## src/rtl/rom_arb_pkg.sv

```systemverilog
// Shared types and constants for the two-port ROM read arbiter.
package rom_arb_pkg;

   // Read sequence: grant/latch address, ROM access, capture data, ack pulse
   typedef enum logic [1:0] {
      IDLE = 2'd0,
      WAIT = 2'd1,
      CAPT = 2'd2,
      ACK  = 2'd3
   } state_e;

   localparam logic       P0       = 1'b0;
   localparam logic       P1       = 1'b1;
   localparam logic [7:0] RST_DATA = 8'hFF;

   // Address width for a ROM of kb KiB; a zero-size ROM still gets a 1-bit bus
   function automatic int unsigned addr_w(input int unsigned kb);
      return (kb * 1024 > 1) ? $clog2(kb * 1024) : 1;
   endfunction

endpackage

```

## src/rtl/rom_arb_grant.sv

```systemverilog
// Grant selection between the two requesters.
// ROM_ARB_RR_EN defined : round-robin, simultaneous requests go to the port
//                         named by ptr.
// ROM_ARB_RR_EN undefined: fixed priority, port 0 wins; ptr is ignored.
module rom_arb_grant
   import rom_arb_pkg::*;
(
   input  logic req0,
   input  logic req1,
   input  logic ptr,
   output logic gnt_vld,
   output logic gnt_idx
);

`ifdef ROM_ARB_RR_EN
   // Round-robin choice: pointer breaks ties, a lone request always wins
   always_comb begin
      gnt_vld = req0 | req1;
      gnt_idx = P0;
      if (req0 && req1) begin
         gnt_idx = ptr;
      end else if (req1) begin
         gnt_idx = P1;
      end
   end
`else
   logic unused_ptr;
   assign unused_ptr = ptr;

   // Fixed priority: port 0 first, port 1 only when port 0 is idle
   always_comb begin
      gnt_vld = req0 | req1;
      gnt_idx = P0;
      if (!req0 && req1) begin
         gnt_idx = P1;
      end
   end
`endif

endmodule

```

## src/rtl/rom_arbiter.sv

```systemverilog
// Two-port read arbiter in front of a single-port, 1-cycle registered ROM.
// One read per 4 cycles: IDLE (grant) -> WAIT (ROM samples rom_a) ->
// CAPT (load rom_q, raise ack) -> ACK (ack pulse) -> IDLE.
// Feature macro ROM_ARB_RR_EN selects round-robin arbitration instead of
// fixed priority to port 0.
module rom_arbiter
   import rom_arb_pkg::*;
#(
   parameter  int unsigned KB = 0,
   localparam int unsigned AW = addr_w(KB)
) (
   input  logic          clock,
   input  logic          reset,
   input  logic          req0,
   input  logic          req1,
   input  logic [AW-1:0] a0,
   input  logic [AW-1:0] a1,
   output logic          ack0,
   output logic          ack1,
   output logic [7:0]    q0,
   output logic [7:0]    q1,
   output logic [AW-1:0] rom_a,
   input  logic [7:0]    rom_q
);

   state_e state_q;
   logic   sel_q;
   logic   ptr_q;
   logic   gnt_vld;
   logic   gnt_idx;

`ifdef ROM_ARB_RR_EN
   // Round-robin pointer: after each grant it points at the other port
   always_ff @(posedge clock) begin
      if (!reset) begin
         ptr_q <= P0;
      end else if (state_q == IDLE && gnt_vld) begin
         ptr_q <= ~gnt_idx;
      end
   end
`else
   assign ptr_q = P0;
`endif

   rom_arb_grant u_grant (
      .req0    (req0),
      .req1    (req1),
      .ptr     (ptr_q),
      .gnt_vld (gnt_vld),
      .gnt_idx (gnt_idx)
   );

   // Read sequencer with registered address, data and ack outputs
   always_ff @(posedge clock) begin
      if (!reset) begin
         state_q <= IDLE;
         sel_q   <= P0;
         ack0    <= 1'b0;
         ack1    <= 1'b0;
         q0      <= RST_DATA;
         q1      <= RST_DATA;
         rom_a   <= '0;
      end else begin
         case (state_q)
            IDLE: begin
               if (gnt_vld) begin
                  rom_a   <= (gnt_idx == P1) ? a1 : a0;
                  sel_q   <= gnt_idx;
                  state_q <= WAIT;
               end
            end
            WAIT: begin
               state_q <= CAPT;
            end
            CAPT: begin
               if (sel_q == P1) begin
                  q1   <= rom_q;
                  ack1 <= 1'b1;
               end else begin
                  q0   <= rom_q;
                  ack0 <= 1'b1;
               end
               state_q <= ACK;
            end
            ACK: begin
               ack0    <= 1'b0;
               ack1    <= 1'b0;
               state_q <= IDLE;
            end
            default: begin
               ack0    <= 1'b0;
               ack1    <= 1'b0;
               state_q <= IDLE;
            end
         endcase
      end
   end

endmodule

```

## config.mk

```make
export PLATFORM = sky130hd
export DESIGN_NAME = rom_arbiter
export DESIGN_NICKNAME = d
export VERILOG_FILES = /design/src/rtl/rom_arb_pkg.sv /design/src/rtl/rom_arb_grant.sv /design/src/rtl/rom_arbiter.sv
export SDC_FILE = /design/constraint.sdc
export NUM_CORES = 1
export LEC_CHECK = 0
export CAP_MARGIN = 0
export CORE_ASPECT_RATIO = 1.5
export CORE_UTILIZATION = 45
export CTS_CLUSTER_DIAMETER = 120
export DETAILED_ROUTE_END_ITERATION = 7
export GPL_TIMING_DRIVEN = 0
export PLACE_DENSITY = 0.89
export SETUP_SLACK_MARGIN = 0.2
export SKIP_CTS_REPAIR_TIMING = 1
export SYNTH_ARGS = -nofsm -noshare
export SYNTH_HDL_FRONTEND = slang
export SYNTH_SLANG_ARGS = --single-unit
```

## constraint.sdc

```tcl
create_clock -name clock -period 1.8 [get_ports clock]
set_input_delay 0.54 -clock clock [delete_from_list [all_inputs] [get_ports clock]]
set_output_delay 0.54 -clock clock [all_outputs]
set_load 0.02 [all_outputs]
```

## Word-level counts from Yosys, hierarchy flattened

Index checks and enable logic that the tools add are counted.

- Flip-flop bits (word level): 22
- Bits of input ports: 14
- Output and inout bits: 19
- Logic and storage cells: 32

- Equality and inequality tests: 6
- Multiplexer cells: 8
- Bitwise operators: 2
- Reductions and logical operators: 9

Operator list:

| operator | number |
|---|---|
| $reduce_and A2 Y1 | 5 |
| $pmux W2 S4 | 1 |
| $ne A2 B2 Y1 const B | 3 |
| $eq A2 B2 Y1 const B | 2 |
| $mux W1 | 4 |
| $pmux W1 S2 | 2 |
| $eq A2 B1 Y1 const B | 1 |
| $logic_not A2 Y1 | 1 |
| $mux W2 | 1 |
| $reduce_bool A2 Y1 | 1 |
| $logic_and A1 B1 Y1 | 1 |
| $logic_not A1 Y1 | 1 |
| $not A1 Y1 | 1 |
| $or A1 B1 Y1 | 1 |

## Logic depth before layout (Yosys ltp)

Gate-level depths: netlist (run 1).

- Word-level depth: 4
- Gate-level depth with buffers: 6
- Depth with buffers taken out: 5

## Hierarchy

From an unflattened synthesis (run 1), not the netlist that was laid out.

- Cell total of the unflattened synthesis: 109
- Area, all modules: 925.9 um^2

Modules (own cells, without submodules):

| module | times used | cells an instance | area an instance (um^2) | seq. area each (um^2) |
|---|---|---|---|---|
| rom_arbiter | 1 | 107 | 913.4 | 440.4 |
| rom_arb_grant | 1 | 2 | 12.5 | 0.0 |

## Worst setup path before layout (run 1)

Ideal clock, no wire load.

- Kind: flip-flop to flip-flop
- Start point: reg state_q[0]
- End point: reg q1[0]
- Setup time: 125 ps
- Data arrival time: 1058 ps
- Required time: 1675 ps
- Slack: 617 ps
- Cell stages (with the launch flop): 7
- Buffers on the path: 1
- Period minus slack after synthesis: 1183 ps
- Cells stage by stage: dfxtp_1 > inv_1 > ha_1 > and2_1 > buf_6 > nand2_1 > nand3_1

- Cells in the longest elaborated chain, start to end: 2

RTL lines:

| element | line | RTL |
|---|---|---|
| start: declaration | rom_arbiter.sv:26 | `state_e state_q;` |
| start signal: assignment | rom_arbiter.sv:56 | `state_q <= IDLE;` |
| start signal: assignment | rom_arbiter.sv:69 | `state_q <= WAIT;` |
| start signal: assignment | rom_arbiter.sv:73 | `state_q <= CAPT;` |
| $eq A2 B2 Y1 | rom_arbiter.sv:64 | `case (state_q)` |
| $reduce_and A2 Y1 (no line) | - |  |
| end signal: assignment | rom_arbiter.sv:77 | `q1 <= rom_q;` |
| end: declaration | rom_arbiter.sv:21 | `output logic [7:0] q1,` |

Every way passes these cells.
A chain may end at the register's enable or synchronous reset.

## Final worst setup path (run 1)

- Start point: reg q0[1]
- End point: out q0[1]

RTL lines:

| element | line | RTL |
|---|---|---|
| start: declaration | rom_arbiter.sv:20 | `output logic [7:0] q0,` |
| start signal: assignment | rom_arbiter.sv:80 | `q0 <= rom_q;` |

No word-level cell between the ends.

==> results by stage, run 1 <==
Run status:
- The run finished with clean final reports.

Timing:
- The relative slew slack is just over 80%.
- The number of pins with negative max-slew slack in the final report is 0.
- Setup violations remaining at the end of the flow were counted as 0.
- The clock period minus final worst setup slack is 1.44 ns.
- After routing, the total negative slack on setup checks comes to 0 ns.
- Setup repair after global routing left no endpoint under its margin.
- The measured slew at the worst slew-check pin is 0.269 ns.
- The worst-case hold slack is between 0.4 and 0.5 ns.
- Of the available clock period, the critical path in the final layout requires between 70% and 80%.
- The clock arrives with 0.00222 ns of skew.
- The total count of hold-check failures in the final report came to 0.
- Once routing completed, OpenROAD measured the worst setup slack at 0.363 ns.
- Static timing analysis puts the maximum clock frequency at 696 MHz.

Worst setup path:
- The critical-path cell with the highest stage delay is sky130_fd_sc_hd__dfxtp_1.
- Counting both buffers and inverters, the worst setup path holds a total of 1.
- The signal on the critical path passes through dlymetal6s2s_1.
- For this run, the slowest stage of the critical path takes around 0.36 ns.
- Grouping stages by cell kind, the critical path spends the most delay in flip-flops.
- The length in cells of the worst reg-to-reg path is 6.
- The sort of element at the end of the critical path is a primary output.
- The reg-to-reg setup timing slack is 0.45 ns.
- The critical register-to-register path startpoint is state_q[0].
- The critical path is of the flip-flop to primary output type.
- The largest fanout of any net on the critical path is 2.
- The data arrival at the endpoint of the critical path is 0.90 ns.
- The worst setup path is launched from a flip-flop.
- The worst register-to-register path ends at q0[2].
- Data on the critical path is required at its endpoint by between 1 and 1.5 ns.

Drt:
- The via density per instance is 5.24.
- The wire length after detailed routing is approximately 2200 um.
- The post-route DRC violation count is 0.
- For this block, the via count after detailed routing is 885.
- The detailed-route wire length per cell is 13.1 um.
- The violation count after the first detailed-routing iteration is 17.
- The first detailed-routing pass took 4 iterations.
- The post-route antenna net violation count is 0.

Yosys:
- The cell area after synthesis is 928 um2.
- The largest family of logic cells by synthesized area is simple AND/OR/NAND/NOR gates.
- Of the synthesized area, sequential elements account for 47.4%.
- The mean instance size in the synthesized netlist is 8.22 um2.
- The adder-cell area share of the yosys netlist is between 8 and 9%.
- The total nets after synthesis is approximately 130.
- The gate count after technology mapping is 113.
- The mux share of post-synthesis cell area is under 10%.
- The synthesized-area fraction occupied by ao, oa, aoi and oai cells is 4.45%.
- The number of unique standard cell types used by synthesis is 17.
- The count of synthesis-stage warnings from yosys is 0.
- After synthesis the netlist holds a flip-flop and latch count of 22.
- The synthesized netlist devotes about 30% of its cell area to simple gates.
- Of the total synthesized cell area, the portion taken by XOR and XNOR cells is 0%.

Place:
- The total of buffers placed on input and output ports is 31.
- The post-placement cell count is 165.
- Once detailed placement completed, the half-perimeter wirelength came to 1710 um.
- The minimum setup slack after placement is between 0.2 and 0.25 ns.
- The routability congestion estimate from global placement is between 0.7 and 0.8.
- The standard cell area after detailed placement is around 1300 um2.

Final layout:
- After routing the design area is 1350 um2.
- The antenna diode count is 0.
- Compared with the post-synthesis result, the final layout area differs by 45.3%.
- Leaving out fill and tap cells, the most frequent cells in the layout are sky130_fd_sc_hd__nand2_1, sky130_fd_sc_hd__dfxtp_1, sky130_fd_sc_hd__dlymetal6s2s_1.
- The net count of the finished layout is approximately 170.
- The fraction of layout instances using a drive strength above 1 is 6.76%.
- The count of placed standard cells in the final layout, fillers left out is 169.
- The number of fill cells in the layout is between 150 and 200.
- Leaving out fill and tap cells, the most frequent cell in the layout is sky130_fd_sc_hd__nand2_1.
- Measured on the finished design, the core utilization comes to 71.8%.

Hold path:
- The worst hold path begins at ack1.
- Along the worst hold path, the cell count comes to 2.
- The type of the most critical hold path is flip-flop to flip-flop.
- The end point of the most critical hold path is ack1.

Floorplanning:
- The initial utilization of the core area, before any placement, comes to 49.4%.
- The total I/O pin count is 33.
- The die covers between 2000 and 2500 um2.
- The total core area is 1880 um2.
- In this run the horizontal extent of the chip is 39.1 um.
- The die is 57.6 um tall.
- After floorplanning, the core was divided into 19 placement rows.

Clock network:
- TritonCTS built the clock tree.
- The clock latency on the worst-skew pair is approximately 0.30 ns.
- After clock tree synthesis, the clock-pin slew on the worst setup and hold paths is roughly 0.11 ns.
- The clock passes through at most 2 buffers.
- In this run the clock root is driven by a sky130_fd_sc_hd__clkbuf_4.
- The clock net in this run drives a total of 22 sinks.
- The number of levels in the clock H-tree is 1.
- The CTS buffer count is 3.

Power and ir drop:
- Dividing total power by cell area gives a power density of 1220 nW/um2.
- The leakage power is roughly 0.68 nW.
- The total power consumption of the routed design is 1.65 mW.
- Across the VDD grid, the largest voltage drop is around 0.0010 V.

GRT:
- The first global-routing pass estimated 3550 um of wire.
- Entering global routing, the biggest net connects 13 pins.
- For this run, the total global-route usage over all layers was measured as 22.4%.
- The aggregate global routing overflow is 0.
- The via count of the first global-routing pass is between 800 and 900.
- The number of antenna violations at the first check in global routing came to 0.

Job:
- The tool flagged a number of max-cap violations equal to 0.
-- worst max-delay path by stage --
| stage | start | end | slack (ns) | cells past startpoint |
|---|---|---|---|---|
| after floorplan | state_q[0] | q1[0] | 0.62 | 6 |
| after global placement | req1 | rom_a | 0.29 | 4 |
| after detailed placement | req1 | rom_a | 0.24 | 4 |
| after CTS | q0[1] | q0[1] | -0.03 | 1 |
| after global routing | q0[7] | q0[7] | 0.31 | 1 |
| final | q0[1] | q0[1] | 0.36 | 1 |
-- metal layers --
layer | vias to the layer above | share of wire (%) | track usage (%)
li1 | 437 | - | -
met2 | 34 | 56 | 41.2
met5 | - | 0 | 0
met4 | 0 | 2.4 | 10.8
met1 | 407 | 36 | 23.3
met3 | 7 | 5.3 | 2.68
-- worst min-delay path: cells and delay by family, from the launching register on --
family | cells | cell delay, ns
DFF | 1 | 0.32
muxes | 1 | 0.06
and+or+nand+nor | 1 | 0.05
-- layout make-up --
type / instances / area [um2] / area share (%)
inverters: 3 / 11.3 / 0.835
repair buffers: 31 / 358 / 26.5
multi-input cells: 82 / 433 / 32.1
flip-flops and latches: 22 / 440 / 32.7
plain buffers: 6 / 43.8 / 3.25
well taps: 21 / 26.3 / 1.95
clock buffers: 4 / 36.3 / 2.69
-- cell usage after synthesis, drive strengths merged --
library cell,n,area (um2)
ha,6,75.1
nand2,42,158
dfxtp,22,440
inv,3,11.3
and2,1,6.26
nand2b,2,12.5
buf,6,43.8
o21ai,2,10.0
o32ai,1,8.76
nor2b,2,12.5
mux2i,4,40.0
o21a,1,7.51
a21oi,3,15.0
nand3,16,80.1
nor2,2,7.51
-- registers in the layout, summed over array words and instances, names as in the netlist --
signal   cells
ack0         1
ack1         1
q0           8
q1           8
rom_a        1
sel_q        1
state_q      2
-- where the power goes --
| part | total, mW | switching, mW | leakage (nW) | internal [mW] |
|---|---|---|---|---|
| sequential | 0.692 | 0.0798 | 0.180 | 0.612 |
| combinational | 0.694 | 0.375 | 0.475 | 0.319 |
| clock | 0.264 | 0.140 | 0.0210 | 0.124 |
| total | 1.65 | 0.595 | 0.676 | 1.05 |
-- logic make-up after synthesis --
group	after synthesis
compound gates	7
fa+ha+maj	6
buf+inv	9
flops	22
mux	4
simple gates	65
(Power assumes the default switching activity.)
==> run 2: changes to the inputs <==
--- a/config.mk
+++ b/config.mk
@@ -7,11 +7,11 @@
 export LEC_CHECK = 0
 export CAP_MARGIN = 0
 export CORE_ASPECT_RATIO = 1.5
-export CORE_UTILIZATION = 45
+export CORE_UTILIZATION = 39
 export CTS_CLUSTER_DIAMETER = 120
 export DETAILED_ROUTE_END_ITERATION = 7
 export GPL_TIMING_DRIVEN = 0
-export PLACE_DENSITY = 0.89
+export PLACE_DENSITY = 0.83
 export SETUP_SLACK_MARGIN = 0.2
 export SKIP_CTS_REPAIR_TIMING = 1
 export SYNTH_ARGS = -nofsm -noshare
==> constraint.sdc (replaced) <==
create_clock -name clock -period 1.2 [get_ports clock]
set_input_delay 0.36 -clock clock [delete_from_list [all_inputs] [get_ports clock]]
set_output_delay 0.36 -clock clock [all_outputs]
set_load 0.02 [all_outputs]
==> run 2 against run 1 <==
The run now ends with negative setup slack left. Clock skew grew 0.0064 ns. Clock-buffer cell count is the same. Sequential power grew 66%. First-iteration DRC count grew 35%. Global-route usage shrank 4.9 points. Die area grew 15%. Clock power grew 56%. Power grew 71%. Via count grew 0.90%. Critical endpoint is now q0[7].
==> results by stage, run 2 (synthesis results as in run 1) <==
Clock network:
- The CTS root buffer is sky130_fd_sc_hd__clkbuf_4.
- The clock latency on the worst-skew pair is 0.31 ns.
- Clock tree synthesis inserted a total of 3 buffers.
- The clock passes through at most 2 buffers.
- The clock tree from TritonCTS is yes.
- The number of levels in the clock H-tree is 1.
- The total clock sinks is 22.
- The clock-pin slew on the worst setup and hold paths is 0.13 ns.

Power and ir drop:
- Power spread over the standard cell area amounts to slightly below 2000 nW/um2.
- After layout, the design draws a total of 2.82 mW.
- The analysis attributes to cell leakage a power of 0.666 nW.
- The maximum ir drop on the vdd rail is 0.00111 V.

Worst setup path:
- The reg-to-reg setup timing slack is -0.003 ns.
- STA classifies the critical path startpoint as a flip-flop.
- The signal on the critical path passes through inv_6 -> ha_4 -> nor2b_1 -> buf_4 -> nand2_1 -> nand3_1.
- Of all nets on the critical path, the largest fanout is 8.
- Measured in cells, the most critical reg-to-reg path has a length of 6.
- On the critical path, the stage with the largest delay is an instance of sky130_fd_sc_hd__dfxtp_4.
- The startpoint of the worst setup timing path is state_q[0].
- STA classifies the critical path endpoint as a flip-flop.
- The data arrival at the endpoint of the critical path is 1.40 ns.
- The largest stage delay on the critical path is 0.40 ns.
- The classification of the worst setup path is flip-flop to flip-flop.
- The required arrival time at the worst endpoint is 1.40 ns.
- The worst register-to-register path begins at state_q[0].
- The terminus of the critical flop-to-flop path is q0[7].

Final layout:
- The area taken by multi-input logic gates is 520 um2.
- The largest registers in the layout are q0: 8 flops, q1: 8 flops, state_q: 2 flops.
- The post-route cell area is 1460 um2.
- The repair_antennas step left the layout with diodes totalling 0.
- The footprint of the flip-flops and latches is 470 um2.
- The net count of the finished layout is between 150 and 200.
- In the final layout, the share of cells above drive strength 1 is 45.3%.
- The commonest non-fill, non-tap cell in the layout is sky130_fd_sc_hd__nand2_1.
- The post-synthesis to final-layout area growth is 57.3%.
- The number of fill cells in the layout is slightly above 200.
- In the layout the commonest cells are sky130_fd_sc_hd__nand2_1, sky130_fd_sc_hd__buf_6, sky130_fd_sc_hd__dfxtp_2.
- The count of placed standard cells in the final layout, fillers left out is 173.

GRT:
- The global-route wire length before repair is 3460 um.
- The via count of the first global-routing pass was 800.
- Entering global routing, the biggest net connects 13 pins.
- The aggregate global routing overflow is 0.
- In the global route stage, overall resource usage came out at 17.5%.
- The number of antenna violations at the first check in global routing is 0.

Drt:
- The post-route DRC violation count is 0.
- Before antenna repair, the detailed router went through 4 iterations.
- The violation count after the first detailed-routing iteration is 23.
- For this block, the routed nets add up to between 2000 and 2500 um of wire.
- Once detail routing completed, the nets flagged for antenna violations numbered 0.
- Dividing the detail-routed via count by the number of cells gives 5.16.
- In the final routed layout, each cell accounts on average for 13.5 um.
- The routed layout has approximately 890 vias.

Hold path:
- The worst hold path begins at reset.
- The end point of the most critical hold path is ack0.
- The number of cells on the worst hold path is 3.
- The type of the most critical hold path is primary input to flip-flop.

Place:
- The minimum setup slack after placement is -0.167 ns.
- Input and output buffers added on the ports amount to 31.
- After detailed placement, the total cell area comes to about 1300 um2.
- Detailed placement finished with a half-perimeter wire length of between 1500 and 2000 um.
- Once placement completed, the tool counted placed cells totaling 167.
- The routability congestion estimate from global placement is 0.837.

Run status:
- The run finished, with violations left.
- The checks that failed: negative setup slack.

Job:
- The total of max-cap violations is 0.

Floorplanning:
- The total core area is 2230 um2.
- The initial utilization of the core area, before any placement, comes to 41.6%.
- The area of the die is 2580 um2.
- The die is 41.8 um wide.
- From bottom edge to top edge, the die measures 61.8 um.
- For this design the top-level I/O count stands at 33.
- The number of placement rows is 21.

Timing:
- The total count of hold-check failures in the final report is 0.
- The number of pins with negative max-slew slack in the final report is 0.
- Setup repair after global routing could not meet its margin everywhere.
- The final clock period utilization by the worst path is 100%.
- The top achievable clock speed is 831 MHz.
- The minimum setup slack in the final design is -0.00348 ns.
- Headroom to the max-slew limit came out at 84.0%.
- The clock period minus final worst setup slack is 1.20 ns.
- The measured slew at the worst slew-check pin is 0.239 ns.
- Setup violations remaining at the end of the flow were counted as 1.
- Across the routed clock network, the largest skew measured is approximately 0.0086 ns.
==> run 2: cell count changes in the layout (fill, tap and decap cells not counted), sizes merged <==
cell          before  now
buf                6   27
dlymetal6s2s      19    0
==> run 2: through the flow <==
step | TNS, ns | utilization (%) | hold slack [ns]
after floorplan | 0 | - | 0.461
after global placement | -1.62 | 57.6 | 0.451
after detailed placement | -1.85 | 57.6 | 0.461
after CTS | -8.08 | 59.3 | 0.346
after global routing | -0.0202 | 65.4 | 0.351
final | -0.00348 | 65.4 | 0.340
==> run 2: worst max-delay path by stage <==
stage                  to  slack, ns  cells after the start
floorplan            ack1       0.15                      5
global placement    rom_a      -0.14                      4
detailed placement  rom_a      -0.17                      4
CTS                 q1[7]      -0.44                      1
global route        q0[7]      -0.02                      6
finish              q0[7]     -0.003                      6
==> run 2: critical path, delay by kind of cell (launching register included) <==
family        cells  cell delay, ns
flops             1            0.40
simple gates      3            0.29
fa+ha+maj         1            0.17
buf+inv           2            0.22
==> run 2: per-layer routing <==
layer / vias to the layer above / part of all wire [%] / GRT usage [%]
met1: 427 / 39 / 19.3
met2: 26 / 57 / 33.9
met4: 0 / 0.56 / 6.91
met3: 2 / 3.8 / 2.31
met5: - / 0 / 0
li1: 438 / - / -
==> run 2: cell type report <==
class,count,area share (%)
flip-flops and latches,22,32.2
multi-input cells,82,35.6
plain buffers,6,3.17
clock buffers,4,2.49
inverters,3,1.11
repair buffers,33,23.4
well taps,23,1.97
==> run 2: where the power goes <==
part	total, mW	switching (mW)	internal, mW
registers	1.15	0.181	0.966
logic	1.27	0.632	0.634
clock network	0.411	0.226	0.185
